==> src/rtl/fp16_link_master.sv <==
// Host-side master for the byte-serial FP16 multiplier link: sends A/B low byte first, waits RESP_GAP, collects the product.
// Optional build macro FP16_LINK_ZERO_BYPASS_EN: zero/subnormal operands skip the link and answer with a signed zero.
module fp16_link_master #(
  parameter int RESP_GAP = 2  // 0..15, must match the peer pipeline depth
) (
  input  logic        clk,
  input  logic        rst_n,
  input  logic        req_valid,
  output logic        req_ready,
  input  logic [15:0] req_a,
  input  logic [15:0] req_b,
  output logic        rsp_valid,
  input  logic        rsp_ready,
  output logic [15:0] rsp_data,
  output logic        busy,
  output logic        link_ena,
  output logic [7:0]  link_a,
  output logic [7:0]  link_b,
  input  logic [7:0]  link_res
);

  typedef enum logic [2:0] {IDLE, SEND0, SEND1, GAP, RECV0, RECV1, RESP} state_t;

  localparam logic [3:0] GAP_LOAD = (RESP_GAP > 0) ? 4'(RESP_GAP - 1) : 4'd0;

  state_t      state_q, state_d;
  logic [15:0] a_q, b_q, r_q;
  logic [7:0]  lo_q;
  logic [3:0]  gap_q;
  logic        accept;
  logic        bypass;

  assign accept = req_valid && (state_q == IDLE);

`ifdef FP16_LINK_ZERO_BYPASS_EN
  assign bypass = accept && ((req_a[14:10] == 5'd0) || (req_b[14:10] == 5'd0));
`else
  assign bypass = 1'b0;
`endif

  always_ff @(posedge clk or negedge rst_n) begin
    if (!rst_n) state_q <= IDLE;
    else        state_q <= state_d;
  end

  // Outputs decode straight from the state register so reset clears the link lanes asynchronously.
  always_comb begin
    state_d   = state_q;
    req_ready = 1'b0;
    rsp_valid = 1'b0;
    busy      = 1'b1;
    link_ena  = 1'b0;
    link_a    = 8'h00;
    link_b    = 8'h00;
    case (state_q)
      IDLE: begin
        req_ready = 1'b1;
        busy      = 1'b0;
        if (accept) state_d = bypass ? RESP : SEND0;
      end
      SEND0: begin
        link_ena = 1'b1;
        link_a   = a_q[7:0];
        link_b   = b_q[7:0];
        state_d  = SEND1;
      end
      SEND1: begin
        link_ena = 1'b1;
        link_a   = a_q[15:8];
        link_b   = b_q[15:8];
        state_d  = (RESP_GAP > 0) ? GAP : RECV0;
      end
      GAP: begin
        link_ena = 1'b1;
        if (gap_q == 4'd0) state_d = RECV0;
      end
      RECV0: begin
        link_ena = 1'b1;
        state_d  = RECV1;
      end
      RECV1: begin
        link_ena = 1'b1;
        state_d  = RESP;
      end
      RESP: begin
        rsp_valid = 1'b1;
        if (rsp_ready) state_d = IDLE;
      end
      default: state_d = IDLE;
    endcase
  end

  // Low result byte is staged so rsp_data only changes when the full product lands in RECV1.
  always_ff @(posedge clk or negedge rst_n) begin
    if (!rst_n) begin
      a_q   <= 16'h0000;
      b_q   <= 16'h0000;
      r_q   <= 16'h0000;
      lo_q  <= 8'h00;
      gap_q <= 4'd0;
    end else begin
      if (accept) begin
        a_q <= req_a;
        b_q <= req_b;
      end
      if (bypass)
        r_q <= {req_a[15] ^ req_b[15], 15'h0000};
      if (state_q == SEND1)
        gap_q <= GAP_LOAD;
      else if ((state_q == GAP) && (gap_q != 4'd0))
        gap_q <= gap_q - 4'd1;
      if (state_q == RECV0)
        lo_q <= link_res;
      if (state_q == RECV1)
        r_q <= {link_res, lo_q};
    end
  end

  assign rsp_data = r_q;

endmodule

==> config.mk <==
export PLATFORM = sky130hd
export DESIGN_NAME = fp16_link_master
export DESIGN_NICKNAME = d
export VERILOG_FILES = /design/src/rtl/fp16_link_master.sv
export SDC_FILE = /design/constraint.sdc
export NUM_CORES = 1
export LEC_CHECK = 0
export ABC_AREA = 1
export CAP_MARGIN = 5
export CORE_ASPECT_RATIO = 0.5
export CORE_MARGIN = 1
export CORE_UTILIZATION = 48
export CTS_CLUSTER_SIZE = 14
export DETAILED_ROUTE_END_ITERATION = 10
export GPL_ROUTABILITY_DRIVEN = 0
export MAX_ROUTING_LAYER = met4
export PLACE_DENSITY = 0.79
export SETUP_SLACK_MARGIN = 0.2
export SLEW_MARGIN = 20
export SYNTH_ARGS = -nofsm -noshare
export SYNTH_HDL_FRONTEND = slang
export SYNTH_SLANG_ARGS = --single-unit
==> constraint.sdc <==
create_clock -name clk -period 1.8 [get_ports clk]
set_input_delay 0.36 -clock clk [delete_from_list [all_inputs] [get_ports clk]]
set_output_delay 0.36 -clock clk [all_outputs]
set_load 0.02 [all_outputs]
==> results.cfg <==
[global_route]
grt_overflow = 0
antenna_found_initial = 0
grt_max_degree = 65
gr-usage-all-layers = 0.254
grt_pass1_vias = 2452
grt_pass1_wl_um = 11700

[clocking]
cts_max_level = 3
cts_tree = yes
worstSkewPairLatency_ps = 330
cts.sinks = 63
cts_buffers = 9
cts_root_buf = clkbuf_16
clk_pin_slew_ps = 60
cts_buffer_depth = 2

[synthesis]
synth_top_area_cell = dfrtp_1
ys.warnings.count = 0
synth.top_cells.by_area = dfrtp_1 (55%), a21oi_2 (9.8%), inv_1 (7.5%)
syn-mean-instance-area_um2 = 9.37
synth.distinct_cells = 24
seq_area_frac_synth = 0.552
synthesis.area_um2 = 2860
syn_inst = 305
syn_nets = 351
netlist.area_leader.share = 0.552
ys_ff_latch = 63

[pwr]
finalPower_mw = 9.36
ir_drop_uv = 941
power_frac_seq = 0.260
p_sw_frac = 0.422
p_leak_nw = 2.21
power_density_nw_per_um2 = 2000
clkPwrFrac = 0.184
internal_power_mw = 5.41
pwr-share-comb = 0.556
power.switching_mw = 3.95

[placed_design]
hpwl_um = 4350
post-place-ws_ps = -214
placedCellCount = 460
dpl_cell_area_um2 = 3800
io_buffers = 79

[final_layout]
fin_cells = 488
design_area_um2 = 4690
area_delta_synth_final_pct = 64.2
num-nets-final = 456
n_antenna_cell = 0
layout-drive-gt1-share = 0.366

[timing]
finalWorstSetupSlack_ps = -88.4
rsz0062_at_grt = yes
finalSetupViolations = 15
whs_ps = 481
slew_headroom = 0.689
max_freq_mhz = 530
fin_skew_ps = 7.72
layout_worst_path_cycle_share = 1.05
drv_slew = 0
worst_pin_slew_ps = 467
period_needed_ps = 1890
hold_viol = 0

[die]
io_pins = 80
die_w_um = 111
start_util = 0.509
die_area_um2 = 6280
core_um2 = 5610
die_h_um = 56.6
num_rows = 19

[route]
firstDrtPassIters = 9
drc = 7
num_vias = 2631
wl_um = 9490
wl_per_cell_um = 19.4
wl_met2_um = 4790
first_iter_violations = 168
viasPerCell = 5.39
top_layer_used = met4
met1Wirelength_um = 3830
detail-route-antenna-nets = 0
dr_wl_met3_um = 679

[critical_path]
cp-start-kind = flip-flop
arrival_ps = 1530
cp_cell_sequence = buf_4 > nand3_4 > buf_6 > o22ai_1 > buf_4
max_stage_delay_ps = 400
worstPathRequired_ps = 1440
path_common_cell = buf_4
crit_fanout = 6
crit_type = flip-flop to output port
critPathSlowestCell = dfrtp_1
end_kind = output port
r2r_cells = 9

[worst_hold_path]
min_path_cells = 2
hold_class = flip-flop to flip-flop

[flow_run]
maxCapViolCount = 0

[outcome]
status = finished with violations
violations = design-rule violations, negative setup slack
[cell type report]
type / count / area [um^2]
repair buffers: 108 / 1160
fillers: 285 / 920
clock inverters: 4 / 45.0
well taps: 73 / 91.3
multi-input cells: 171 / 1360
clock buffers: 12 / 246
inverters: 57 / 214
flip-flops and latches: 63 / 1580
[cell usage after synthesis (all sizes together)]
cell type / n
o21ai: 27
clkbuf: 3
o22ai: 16
nand3b: 1
nand4: 2
ha: 2
nor3: 2
inv: 57
dfrtp: 63
nand3: 7
nor2: 38
nand2: 39
a21oi: 34
xor2: 1
buf: 11
o2111ai: 1
o21bai: 1
[critical path, delay by kind of cell (launching register included)]
kind | cells | cell delay [ps]
buf+inv | 3 | 490
flops | 1 | 400
compound gates | 1 | 200
simple gates | 1 | 100
[per-stage QoR]
stage | setup TNS, ps | utilization
after global routing | -1400 | 0.836
after global placement | -1490 | 0.677
after detailed placement | -2520 | 0.677
after floorplan | 0 | -
final | -385 | 0.836
after CTS | -61.3 | 0.759
[kinds of logic after synthesis]
family	count (synthesis)	synth area share
simple gates	89	0.131
compound gates	79	0.190
buf+inv	71	0.115
flops	63	0.552
fa+ha+maj	2	0.00876
xor+xnor	1	0.00307
[power groups by stage]
| stage | Combinational, mW | Sequential, mW | Clock, mW |
|---|---|---|---|
| floorplan | 2.14 | 2.57 | 0 |
| global placement | 3.82 | 2.36 | 0 |
| detailed placement | 3.97 | 2.39 | 0 |
| CTS | 4.18 | 2.38 | 1.72 |
| global route | 5.47 | 2.49 | 1.80 |
| finish | 5.20 | 2.44 | 1.72 |
[layout by cell type, fill, tap and decap left out, types with 3 or more instances in the layout]
master	netlist	routed
dfrtp_1	63	62
inv_1	57	54
clkdlybuf4s50_1	0	42
nand2_1	37	36
a21oi_2	32	31
nor2_4	0	28
o21ai_0	25	25
buf_4	2	19
buf_6	7	18
dlygate4sd2_1	0	16
clkbuf_16	0	12
o22ai_4	0	7
o22ai_2	0	7
nor2_1	38	6
nand3_1	7	5
buf_12	0	5
nor2_2	0	4
inv_2	0	3
clkinv_2	0	3
[registers in the layout (all words and copies together) (netlist names)]
name,count
a_q,16
rsp_data,16
state_q,3
lo_q,8
gap_q,4
b_q,16
[layer usage]
layer	vias up	GRT usage
li1	1187	-
met1	1283	0.305
met2	141	0.416
met3	20	0.0691
met4	0	0.0965
met5	-	-
[final timing paths]
path | startpoint | end | slack, ps
min reg2reg | rsp_data[5] | rsp_data[5] | 480
max | state_q[0] | link_a[5] | -90
min | rsp_data[5] | rsp_data[5] | 480
max in group asynchronous | rst_n | b_q[8] | 760
min in group asynchronous | rst_n | rsp_data[5] | 530
max reg2reg | state_q[0] | a_q[9] | 40
[what timing repair did]
| item | 4_1_cts | 5_1_grt |
|---|---|---|
| hold buffers | 1 | 0 |
| hold endpoints to repair | 17 | 0 |
| setup endpoints to repair | 36 | 55 |
| buffers inserted | 3 | 0 |
| pin swaps | 14 | 7 |
| cloned | 2 | 6 |
| gates resized for setup | 163 | 70 |
Note: power is estimated with default switching activity, not from simulation.
